**src/rtl/sdram_pkg.sv**
```systemverilog
// Shared SDRAM arbiter definitions: word/address widths, transfer-size field and fill FSM states.
package sdram_pkg;

    localparam int unsigned WORD_W       = 32;
    localparam int unsigned SDRAM_ADDR_W = 25;
    localparam int unsigned MAX_TRANS    = 64;
    localparam int unsigned TRANS_W      = $clog2(MAX_TRANS);

    typedef enum logic [1:0] {
        FILL_IDLE,
        FILL_REQ,
        FILL_DELIVER
    } fill_state_t;

endpackage

```
**src/rtl/fill_line_buffer.sv**
```systemverilog
// Line buffer for one cache line: indexed single-word writes, whole line read out flat.
module fill_line_buffer
    import sdram_pkg::*;
#(
    parameter int unsigned LINE_WORDS = 8,
    localparam int unsigned IDX_W     = $clog2(LINE_WORDS)
) (
    input  logic                         clk,
    input  logic                         rst_n,
    input  logic                         wr_en,
    input  logic [IDX_W-1:0]             wr_idx,
    input  logic [WORD_W-1:0]            wr_data,
    output logic [LINE_WORDS*WORD_W-1:0] line
);

    logic [WORD_W-1:0] mem_q [LINE_WORDS];

    always_ff @(posedge clk) begin
        if (!rst_n) begin
            for (int i = 0; i < int'(LINE_WORDS); i++) begin
                mem_q[i] <= '0;
            end
        end else if (wr_en) begin
            mem_q[wr_idx] <= wr_data;
        end
    end

    for (genvar g = 0; g < int'(LINE_WORDS); g++) begin : g_flat
        assign line[g*WORD_W +: WORD_W] = mem_q[g];
    end

endmodule

```
**src/rtl/cache_line_fill.sv**
```systemverilog
// Cache miss handler: issues one LINE_WORDS burst read per miss, buffers the words and
// returns the full line to the cache with a valid/ack handshake.
module cache_line_fill
    import sdram_pkg::*;
#(
    parameter int unsigned LINE_WORDS = 8,
    parameter int unsigned ADDR_W     = sdram_pkg::SDRAM_ADDR_W,
    parameter int unsigned TRANS_W    = sdram_pkg::TRANS_W
) (
    input  logic                         clk,
    input  logic                         rst_n,
    input  logic                         miss_valid,
    input  logic [ADDR_W-1:0]            miss_addr,
    output logic                         miss_ready,
    output logic                         fill_valid,
    output logic [ADDR_W-1:0]            fill_addr,
    output logic [LINE_WORDS*WORD_W-1:0] fill_line,
    input  logic                         fill_ack,
    output logic                         fill_err,
    output logic                         readReq,
    output logic [ADDR_W-1:0]            rd_addr,
    output logic [TRANS_W-1:0]           transSize,
    input  logic                         readValid,
    input  logic [WORD_W-1:0]            readData,
    input  logic                         doneRead
);

    localparam int unsigned IDX_W = $clog2(LINE_WORDS);
    localparam int unsigned CNT_W = IDX_W + 1;
    localparam logic [CNT_W-1:0]  FULL      = CNT_W'(LINE_WORDS);
    localparam logic [ADDR_W-1:0] LINE_MASK = ~ADDR_W'(LINE_WORDS - 1);

    fill_state_t      state_q;
    logic [CNT_W-1:0] count_q;
    logic [CNT_W-1:0] count_next;
    logic             wr_en;

    assign transSize  = TRANS_W'(LINE_WORDS);
    assign wr_en      = (state_q == FILL_REQ) && readValid && (count_q < FULL);
    // Count including a word captured this cycle, so a final word alongside doneRead is seen.
    assign count_next = wr_en ? count_q + CNT_W'(1) : count_q;

    fill_line_buffer #(
        .LINE_WORDS (LINE_WORDS)
    ) u_buf (
        .clk     (clk),
        .rst_n   (rst_n),
        .wr_en   (wr_en),
        .wr_idx  (count_q[IDX_W-1:0]),
        .wr_data (readData),
        .line    (fill_line)
    );

    always_ff @(posedge clk) begin
        if (!rst_n) begin
            state_q    <= FILL_IDLE;
            miss_ready <= 1'b1;
            readReq    <= 1'b0;
            fill_valid <= 1'b0;
            fill_err   <= 1'b0;
            rd_addr    <= '0;
            fill_addr  <= '0;
            count_q    <= '0;
        end else begin
            unique case (state_q)
                FILL_IDLE: begin
                    if (miss_valid) begin
                        state_q    <= FILL_REQ;
                        miss_ready <= 1'b0;
                        readReq    <= 1'b1;
                        rd_addr    <= miss_addr & LINE_MASK;
                        count_q    <= '0;
                    end
                end
                FILL_REQ: begin
                    count_q <= count_next;
                    if (readValid && !wr_en) begin
                        fill_err <= 1'b1;
                    end
                    if (doneRead) begin
                        if (count_next != FULL) begin
                            fill_err <= 1'b1;
                        end
                        state_q    <= FILL_DELIVER;
                        readReq    <= 1'b0;
                        fill_valid <= 1'b1;
                        fill_addr  <= rd_addr;
                    end
                end
                FILL_DELIVER: begin
                    if (fill_ack) begin
                        state_q    <= FILL_IDLE;
                        fill_valid <= 1'b0;
                        miss_ready <= 1'b1;
                    end
                end
                default: state_q <= FILL_IDLE;
            endcase
        end
    end

endmodule

```
**config.mk**
```make
export PLATFORM = sky130hd
export DESIGN_NAME = cache_line_fill
export DESIGN_NICKNAME = d
export VERILOG_FILES = /design/src/rtl/sdram_pkg.sv /design/src/rtl/fill_line_buffer.sv /design/src/rtl/cache_line_fill.sv
export SDC_FILE = /design/constraint.sdc
export NUM_CORES = 1
export LEC_CHECK = 0
export ABC_CLOCK_PERIOD_IN_PS = 5900
export BUFFER_PORTS_ARGS = -buffer_cell sky130_fd_sc_hd__buf_2
export CORE_MARGIN = 2
export CORE_UTILIZATION = 55
export DETAILED_ROUTE_END_ITERATION = 12
export GPL_TIMING_DRIVEN = 1
export PLACE_DENSITY = 0.95
export SYNTH_ARGS = -nofsm -noshare
export SYNTH_HDL_FRONTEND = slang
export SYNTH_SLANG_ARGS = --single-unit
export TNS_END_PERCENT = 100
```
**constraint.sdc**
```tcl
create_clock -name clk -period 5.9 [get_ports clk]
set_input_delay 0.59 -clock clk [delete_from_list [all_inputs] [get_ports clk]]
set_output_delay 0.59 -clock clk [all_outputs]
set_load 0.005 [all_outputs]
```
==> results of run 1 <==
flip-flops by register name, indices dropped and copies added, names as in the netlist:
register / cells
state_q: 2
fill_valid: 1
u_buf.mem_q: 256
fill_addr: 22
readReq: 1
fill_err: 1
miss_ready: 1
rd_addr: 22
count_q: 4
routing by layer:
layer / part of all wire / vias to the layer above
met5: 0 / -
met4: 0.039 / 0
met3: 0.11 / 93
met2: 0.51 / 557
met1: 0.34 / 3755
li1: - / 3489
worst max-delay path: cells and delay by family (launching register included):
family           cells  cell delay, ps
AND/OR/NAND/NOR      4            2350
flip-flops           1             470
final cells by class:
type | instances | area, sq um | share of cell area
clock buffer | 44 | 900.9 | 0.06093
clock inverter | 11 | 83.83 | 0.005670
inverter | 2 | 7.507 | 0.0005077
multi-input combinational | 460 | 2796 | 0.1891
sequential | 310 | 8768 | 0.5930
tap | 275 | 344.1 | 0.02327
timing repair buffer | 371 | 1884 | 0.1274
cell families after synthesis:
group,after synthesis
compound gates,60
xor+xnor,1
fa+ha+maj,1
buf+inv,59
flops,310
mux,1
other cells,2
simple gates,385
path summary, 6_finish.rpt:
check,startpoint,endpoint,slack [ps],cells after the start
max,state_q[0]$_SDFFE_PN0P_,u_buf.mem_q[4][16]$_SDFFCE_PN0P_,2680,4
min,miss_addr[18],rd_addr[18]$_SDFFE_PN0P_,300,3
max reg2reg,state_q[0]$_SDFFE_PN0P_,u_buf.mem_q[4][16]$_SDFFCE_PN0P_,2680,4
min reg2reg,fill_addr[8]$_SDFFE_PN0P_,fill_addr[8]$_SDFFE_PN0P_,460,2
placed cells by master, fill, tap and decap left out, types with 2 or more instances in the layout:
master / count
buf_2: 363
and2_1: 257
edfxtp_1: 256
nand2_1: 92
dfxtp_1: 54
a21boi_0: 44
clkbuf_16: 34
conb_1: 12
nand2b_2: 7
clkbuf_1: 7
buf_4: 7
nor2_1: 6
a21oi_1: 5
nor2b_1: 4
clkinv_1: 4
nor3b_4: 3
o21ai_0: 3
clkinv_2: 3
and3b_1: 2
and3_1: 2
nor2_2: 2
or2_2: 2
inv_1: 2
a31oi_1: 2
clkinvlp_4: 2
clkbuf_2: 2
per-stage QoR:
stage / cells / util
2_1_floorplan: 829 / -
3_3_place_gp: 1417 / 0.6558
3_5_place_dp: 1417 / 0.6558
4_1_cts: 1472 / 0.7026
5_1_grt: 1473 / 0.7034
6_report: 1473 / 0.7034
power by group through the flow:
stage | Sequential [mW] | Clock, mW | Combinational [mW]
finish | 2.48 | 1.88 | 0.258
global route | 2.49 | 1.98 | 0.279
CTS | 2.48 | 1.89 | 0.259
detailed placement | 2.53 | 0 | 0.258
global placement | 2.52 | 0 | 0.250
floorplan | 2.53 | 0 | 0.0875
==> flow_summary.ini, run 1 <==
[status]
run_status = complete, no violations

[yosys]
syn_area_sq_um = 11790
syn_area_per_cell_sq_um = 14.39
synthArstFlopShare = 0
ys.flop_type = edfxtp_1
yosysUniqueCellTypes = 38
synth-compound-area-share = 0.03662
synth-simple-area-share = 0.1893
synth_cells = 819
muxShareOfSynthArea = 0.0008492
synth_area_leader_cell = edfxtp_1
yosys_warnings = 0
synthTopCellsByCount = and2_1, edfxtp_1, nand2_1
synth.most_common_cell = and2_1
synth_top_family_by_area = simple AND/OR/NAND/NOR gates
synth_top_area_frac = 0.6522
synth_xor_area_frac = 0.0007430
ys_top_cells_by_area = edfxtp_1, and2_1, dfxtp_1, nand2_1, a21boi_0
synth-seq-cells = 310
synthAdderAreaFrac = 0.001061
ys_seq_area_frac = 0.7439
synth_edf_count = 256

[floorplan]
initial_core_util = 0.5607
chipHeight_microns = 150.4
rows = 53
die-area_sq_um = 22620
core_sq_um = 21020
fp.dieW_microns = 150.4
io_pins = 379

[pwr]
vdd_drop_max_v = 0.0002416
pwr-share-clk = 0.407
p_per_area_nw_per_um2 = 312.4
p_total_mw = 4.618
power.leakage_nw = 6.422
combPwrFrac = 0.056
internal_power_mw = 3.638
seqPwrFrac = 0.537
power_switching_mw = 0.9803
swShare = 0.2123

[timing]
rsz0062_at_grt = false
finalMaxSlewViolations = 0
fin_hold_ws_ps = 299.2
max_freq_mhz = 310.7
skew_ps = 13.26
hold_viol_final = 0
setup_viol = 0
relSlewSlack = 0.1249
finalCritPeriodShare = 0.5455
period_minus_slack_ps = 3218
fin_setup_tns_ps = 0
tightest_slew_ps = 1308
layout_setup_ws_ps = 2682

[cells_and_area]
syn_to_final_growth_pct = 25.43
n_fill_cell = 1290
finalInstanceArea_sq_um = 14790
layout-drive-gt1-share = 0.3639
nets = 1239
insertedDiodeCount = 0

[critical_path]
required_ps = 6060
crit_chain = and3b_2 -> and4bb_1 -> and3b_1 -> nand2b_2
path_max_fanout = 33
critical_path_class = flip-flop to flip-flop
cp-start-kind = flip-flop
crit_path_end_kind = flip-flop
worst_path_largest_cell_delay_ps = 900
cp_slowest_cell = and3b_1
crit_arrival_ps = 3380

[global_route]
grt_max_degree = 64
gr-max-usage-layer = met2
met2_usage = 0.4877
grt_use_met3 = 0.05394
grt_pass1_vias = 7757
grt_usage = 0.2729
grt_pass1_wl_microns = 45660
gr-usage-met1 = 0.3266
grt_antenna_before_repair = 1
overflow = 0

[detailed_routing]
routed_via_density = 5.359
drtPass1Iterations = 5
drt-initial-drc-count = 507
routed_wl_microns = 31640
ant_nets = 0
wl_per_cell_microns = 21.48
num_vias = 7894
drc = 0

[cts]
cts_resized = 0
clkTransAtPathRegs_ps = 60
root_buffer = clkbuf_16
holdBufCountCts = 0
h-tree-depth = 1
clock-sinks = 310
clockBufferDepth = 3
clock_latency_ps = 540
cts_tree = done
cts_setup_buffers = 0
cts_buffers = 30

[placement]
port_buffers = 363
post-place-ws_ps = 2455
place_area_sq_um = 13790
gp_congestion = 0.8085
dpl.hpwl_microns = 20200

[min_path]
hp-class = input pin to flip-flop

[job]
maxCapViolCount = 0
(Power assumes the default switching activity.)
==> run 2: changes to the inputs <==
--- a/config.mk
+++ b/config.mk
@@ -5,13 +5,14 @@
 export SDC_FILE = /design/constraint.sdc
 export NUM_CORES = 1
 export LEC_CHECK = 0
-export ABC_CLOCK_PERIOD_IN_PS = 5900
+export ABC_AREA = 1
+export ABC_CLOCK_PERIOD_IN_PS = 3230
 export BUFFER_PORTS_ARGS = -buffer_cell sky130_fd_sc_hd__buf_2
 export CORE_MARGIN = 2
-export CORE_UTILIZATION = 55
+export CORE_UTILIZATION = 50
 export DETAILED_ROUTE_END_ITERATION = 12
 export GPL_TIMING_DRIVEN = 1
-export PLACE_DENSITY = 0.95
+export PLACE_DENSITY = 0.89
 export SYNTH_ARGS = -nofsm -noshare
 export SYNTH_HDL_FRONTEND = slang
 export SYNTH_SLANG_ARGS = --single-unit
==> constraint.sdc (replaced) <==
create_clock -name clk -period 3.23 [get_ports clk]
set_input_delay 0.323 -clock clk [delete_from_list [all_inputs] [get_ports clk]]
set_output_delay 0.323 -clock clk [all_outputs]
set_load 0.005 [all_outputs]
==> flow_summary.ini, run 2 <==
[yosys]
synth_top_area_frac = 0.6864
ys_top_cells_by_area = edfxtp_1, nor2_1, dfxtp_1, nand2_1, a21oi_1
synth_area_leader_cell = edfxtp_1
synthAdderAreaFrac = 0.001117
synthArstFlopShare = 0
synth_xor_area_frac = 0.0007820
synth-seq-cells = 310
yosysUniqueCellTypes = 28
ys_seq_area_frac = 0.7829
synth.most_common_cell = nor2_1
synth-simple-area-share = 0.1452
syn_area_sq_um = 11200
ys.flop_type = edfxtp_1
muxShareOfSynthArea = 0
syn_area_per_cell_sq_um = 12.89
yosys_warnings = 0
synth_top_family_by_area = simple AND/OR/NAND/NOR gates
synth-compound-area-share = 0.02435
synthTopCellsByCount = nor2_1, edfxtp_1, dfxtp_1, nand2_1, inv_1
synth_edf_count = 256
synth_cells = 869

[placement]
place_area_sq_um = 13190
gp_congestion = 0.7744
placedCellCount = 1479
port_buffers = 363
dpl.hpwl_microns = 20880

[pwr]
p_total_mw = 8.552
vdd_drop_max_v = 0.0004199
power.leakage_nw = 6.366
p_per_area_nw_per_um2 = 602.9

[floorplan]
rows = 54
core_sq_um = 21890
fp.dieW_microns = 153.7
chipHeight_microns = 153.7
io_pins = 379
die-area_sq_um = 23610
initial_core_util = 0.5116

[critical_path]
crit_path_start = count_q[3]$_SDFFE_PN0P_
path_max_fanout = 33
r2r_slack_ps = 800
r2r_cells = 6
crit_path_end_kind = flip-flop
cp-start-kind = flip-flop
critical_path_class = flip-flop to flip-flop
timing.rr.start = count_q[3]$_SDFFE_PN0P_
crit_arrival_ps = 2590
required_ps = 3380
r2r-end = u_buf.mem_q[5][15]$_SDFFCE_PN0P_

[timing]
rsz0062_at_grt = false
period_minus_slack_ps = 2434
hold_viol_final = 0
finalCritPeriodShare = 0.7537
fin_hold_ws_ps = 34.50
max_freq_mhz = 410.8
setup_viol = 0
tightest_slew_ps = 958.1
relSlewSlack = 0.3590
fin_setup_tns_ps = 0
finalMaxSlewViolations = 0
skew_ps = 14.14

[cells_and_area]
finalInstanceArea_sq_um = 14180
regMostFlops = u_buf.mem_q
largestRegisters = u_buf.mem_q (256), fill_addr (22), rd_addr (22)
nets = 1295
layout-drive-gt1-share = 0.3541
syn_to_final_growth_pct = 26.65
layout_commonest_cell = buf_2
stdcell_count = 1534
n_fill_cell = 1574
seqCellArea_sq_um = 8768
final_cell_mix = buf_2, nor2_1, edfxtp_1
largest_reg_flops = 256
insertedDiodeCount = 0
multi_input_area_sq_um = 1993

[cts]
clock_latency_ps = 540
cts_resized = 0
holdBufCountCts = 0
clockBufferDepth = 3
cts_buffers = 30
root_buffer = clkbuf_16
cts_tree = done
cts_setup_buffers = 0
h-tree-depth = 1
clock-sinks = 310
clkTransAtPathRegs_ps = 60

[detailed_routing]
drt-initial-drc-count = 646
wl_per_cell_microns = 20.78
routed_wl_microns = 31870
drc = 0
drtPass1Iterations = 7
ant_nets = 0
num_vias = 8197
routed_via_density = 5.344

[min_path]
holdCritStartpoint = miss_addr[23]
min_path_cells = 3
min_to = rd_addr[23]$_SDFFE_PN0P_
hp-class = input pin to flip-flop

[global_route]
grt_max_degree = 35
grt_usage = 0.2609
overflow = 0
grt_pass1_vias = 8114
grt_pass1_wl_microns = 47120
grt_antenna_before_repair = 0

[job]
maxCapViolCount = 0

[status]
run_status = complete, no violations
## run 2: worst max-delay path, stage by stage (launching register included)
cell and delay [ps]:
dfxtp_1 360, inv_1 110, nand4_1 200, nor3_2 280, nand2_1 90, buf_4 270, nand2_2 730
## run 2: power breakdown
group          switching (mW)  internal [mW]
Clock                    1.44           2.06
Combinational           0.337          0.166
Sequential             0.0686           4.47
## run 2: layer usage
layer	track usage	wire length (microns)	vias up
li1	-	-	3615
met1	0.3168	11110	3931
met2	0.4565	16250	581
met3	0.06595	3620	70
met4	0.08869	896	0
met5	0	0	-
## run 2: per-stage QoR
stage          utilization  setup slack, ps
2_1_floorplan            -             1036
3_3_place_gp        0.6027            914.8
3_5_place_dp        0.6027            841.8
4_1_cts             0.6479            828.3
5_1_grt             0.6479            661.5
6_report            0.6479            795.6
## run 2: how the worst max path moves through the flow
stage | end | slack, ps | cells after the start
floorplan | u_buf.mem_q[0][0]$_SDFFCE_PN0P_ | 1040 | 8
global placement | u_buf.mem_q[5][5]$_SDFFCE_PN0P_ | 910 | 6
detailed placement | u_buf.mem_q[5][1]$_SDFFCE_PN0P_ | 840 | 6
CTS | u_buf.mem_q[5][15]$_SDFFCE_PN0P_ | 830 | 6
global route | u_buf.mem_q[5][15]$_SDFFCE_PN0P_ | 660 | 6
finish | u_buf.mem_q[5][15]$_SDFFCE_PN0P_ | 800 | 6
## run 2: area by class of cell
class                   instances  area share
inverters                      41     0.01085
well taps                     280     0.02470
multi-input cells             472      0.1405
clock inverters                19     0.01385
repair buffers                376      0.1359
flip-flops and latches        310      0.6182
clock buffers                  36     0.05602
## run 2: cell families after synthesis
kind of cell | Yosys count
compound gates | 54
other cells | 2
xor+xnor | 1
fa+ha+maj | 1
simple gates | 404
flops | 310
buf+inv | 97
==> run 3: changes to the inputs <==
--- a/config.mk
+++ b/config.mk
@@ -5,14 +5,14 @@
 export SDC_FILE = /design/constraint.sdc
 export NUM_CORES = 1
 export LEC_CHECK = 0
-export ABC_AREA = 1
-export ABC_CLOCK_PERIOD_IN_PS = 3230
+export ABC_AREA = 0
+export ABC_CLOCK_PERIOD_IN_PS = 2100
 export BUFFER_PORTS_ARGS = -buffer_cell sky130_fd_sc_hd__buf_2
 export CORE_MARGIN = 2
-export CORE_UTILIZATION = 50
+export CORE_UTILIZATION = 46
 export DETAILED_ROUTE_END_ITERATION = 12
 export GPL_TIMING_DRIVEN = 1
-export PLACE_DENSITY = 0.89
+export PLACE_DENSITY = 0.86
 export SYNTH_ARGS = -nofsm -noshare
 export SYNTH_HDL_FRONTEND = slang
 export SYNTH_SLANG_ARGS = --single-unit
==> constraint.sdc (replaced) <==
create_clock -name clk -period 2.1 [get_ports clk]
set_input_delay 0.21 -clock clk [delete_from_list [all_inputs] [get_ports clk]]
set_output_delay 0.21 -clock clk [all_outputs]
set_load 0.005 [all_outputs]
==> flow_summary.ini, run 3 (same netlist as run 1, synthesis figures left out) <==
[pwr]
swShare = 0.2111
p_per_area_nw_per_um2 = 848.8
combPwrFrac = 0.063
power.leakage_nw = 6.672
seqPwrFrac = 0.533
vdd_drop_max_v = 0.0006572
power_switching_mw = 2.755
pwr-share-clk = 0.404
internal_power_mw = 10.30

[placement]
port_buffers = 363
gp_congestion = 0.8180
dpl.hpwl_microns = 20400

[detailed_routing]
num_vias = 7853
ant_nets = 0
drt-initial-drc-count = 759
drtPass1Iterations = 7
routed_via_density = 4.977
drc = 0
wl_per_cell_microns = 19.76
routed_wl_microns = 31190

[floorplan]
chipHeight_microns = 164.1
core_sq_um = 25180
rows = 58
initial_core_util = 0.4681
fp.dieW_microns = 164.1
io_pins = 379
die-area_sq_um = 26920

[cts]
clock-sinks = 310
holdBufCountCts = 26
cts_resized = 0
root_buffer = clkbuf_16
cts_buffers = 30
h-tree-depth = 1
clkTransAtPathRegs_ps = 60
cts_tree = done
cts_setup_buffers = 0
clockBufferDepth = 3
clock_latency_ps = 550

[global_route]
grt_pass1_vias = 7743
grt_antenna_before_repair = 4
grt_pass1_wl_microns = 44720
overflow = 0
grt_usage = 0.2240
grt_max_degree = 62

[critical_path]
r2r_cells = 5
required_ps = 2330
r2r-end = u_buf.mem_q[5][22]$_SDFFCE_PN0P_
crit_path_start = state_q[1]$_SDFFE_PN0P_
endpoint = u_buf.mem_q[5][22]$_SDFFCE_PN0P_
r2r_slack_ps = 260
crit_arrival_ps = 2060
cp-start-kind = flip-flop
crit_path_end_kind = flip-flop
critical_path_class = flip-flop to flip-flop
timing.rr.start = state_q[1]$_SDFFE_PN0P_
path_max_fanout = 15

[min_path]
hp-class = input pin to flip-flop

[job]
maxCapViolCount = 0

[cells_and_area]
largestRegisters = u_buf.mem_q (256), fill_addr (22), rd_addr (22)
largest_reg_flops = 256
layout-drive-gt1-share = 0.3644
syn_to_final_growth_pct = 30.46
final_cell_mix = buf_2, and2_1, edfxtp_1
n_fill_cell = 1841
layout_commonest_cell = buf_2
nets = 1287
regMostFlops = u_buf.mem_q

[timing]
finalCritPeriodShare = 0.8751
setup_viol = 0
max_freq_mhz = 544.1
fin_setup_tns_ps = 0
hold_viol_final = 0
rsz0062_at_grt = false
fin_hold_ws_ps = 38.05
skew_ps = 4.963
relSlewSlack = 0.6044
tightest_slew_ps = 593.4
finalMaxSlewViolations = 0
period_minus_slack_ps = 1838

[status]
run_status = complete, no violations
-- run 3: changes by cell type in the layout (fill, tap and decap cells not counted), sizes merged, moves of 26 or more --
cell	before	now
nand2	58	92
and2	0	257
dlygate4sd3	0	26
inv	41	2
nand3	28	0
nor2	312	8
a21boi	0	44
-- run 3: cell type report --
cell class / instances / area, sq um / share of cell area
flip-flops and latches: 310 / 8768 / 0.5702
clock inverters: 15 / 151.4 / 0.009845
multi-input cells: 460 / 2799 / 0.1820
repair buffers: 419 / 2415 / 0.1570
inverters: 2 / 7.507 / 0.0004882
clock buffers: 40 / 819.5 / 0.05329
diodes: 2 / 5.005 / 0.0003254
well taps: 330 / 412.9 / 0.02685
-- run 3: power groups by stage --
stage          combinational, mW  sequential (mW)  clock (mW)
3_5_place_dp               0.781             7.09           0
2_1_floorplan              0.252             7.11           0
6_report                   0.821             6.96        5.27
5_1_grt                    0.886             6.97        5.61
3_3_place_gp               0.767             7.07           0
4_1_cts                    0.820             6.96        5.36
-- run 3: metal layers --
| layer | vias up | routed length, microns | GRT usage |
|---|---|---|---|
| met1 | 3789 | 11530 | 0.2639 |
| met4 | 0 | 775 | 0.06978 |
| met3 | 51 | 2811 | 0.04823 |
| met5 | - | 0 | 0 |
| li1 | 3584 | - | - |
| met2 | 429 | 16070 | 0.4078 |
-- run 3: stage by stage --
stage	cells	setup slack [ps]	util	total power, mW	cell area (sq um)
floorplan	829	61.63	-	7.360	11860
global placement	1495	306.1	0.5616	7.840	14140
detailed placement	1495	255.7	0.5616	7.867	14140
CTS	1576	229.5	0.6105	13.13	15370
global route	1578	162.2	0.6107	13.47	15380
finish	1578	262.2	0.6107	13.05	15380
-- run 3: how the worst min path moves through the flow --
stage | startpoint | end | depth (start not counted)
floorplan | miss_addr[10] | rd_addr[10]$_SDFFE_PN0P_ | 2
global placement | fill_addr[13]$_SDFFE_PN0P_ | fill_addr[13]$_SDFFE_PN0P_ | 2
detailed placement | fill_addr[6]$_SDFFE_PN0P_ | fill_addr[6]$_SDFFE_PN0P_ | 2
CTS | readData[6] | u_buf.mem_q[6][6]$_SDFFCE_PN0P_ | 2
global route | readData[28] | u_buf.mem_q[2][28]$_SDFFCE_PN0P_ | 2
finish | readData[6] | u_buf.mem_q[6][6]$_SDFFCE_PN0P_ | 2
-- run 3: critical path: stages, from the launching register on --
cell      delay, ps
dfxtp_1         310
and3b_2         280
nand4b_4        210
nor3b_4         250
nand2b_2        180
buf_4           280
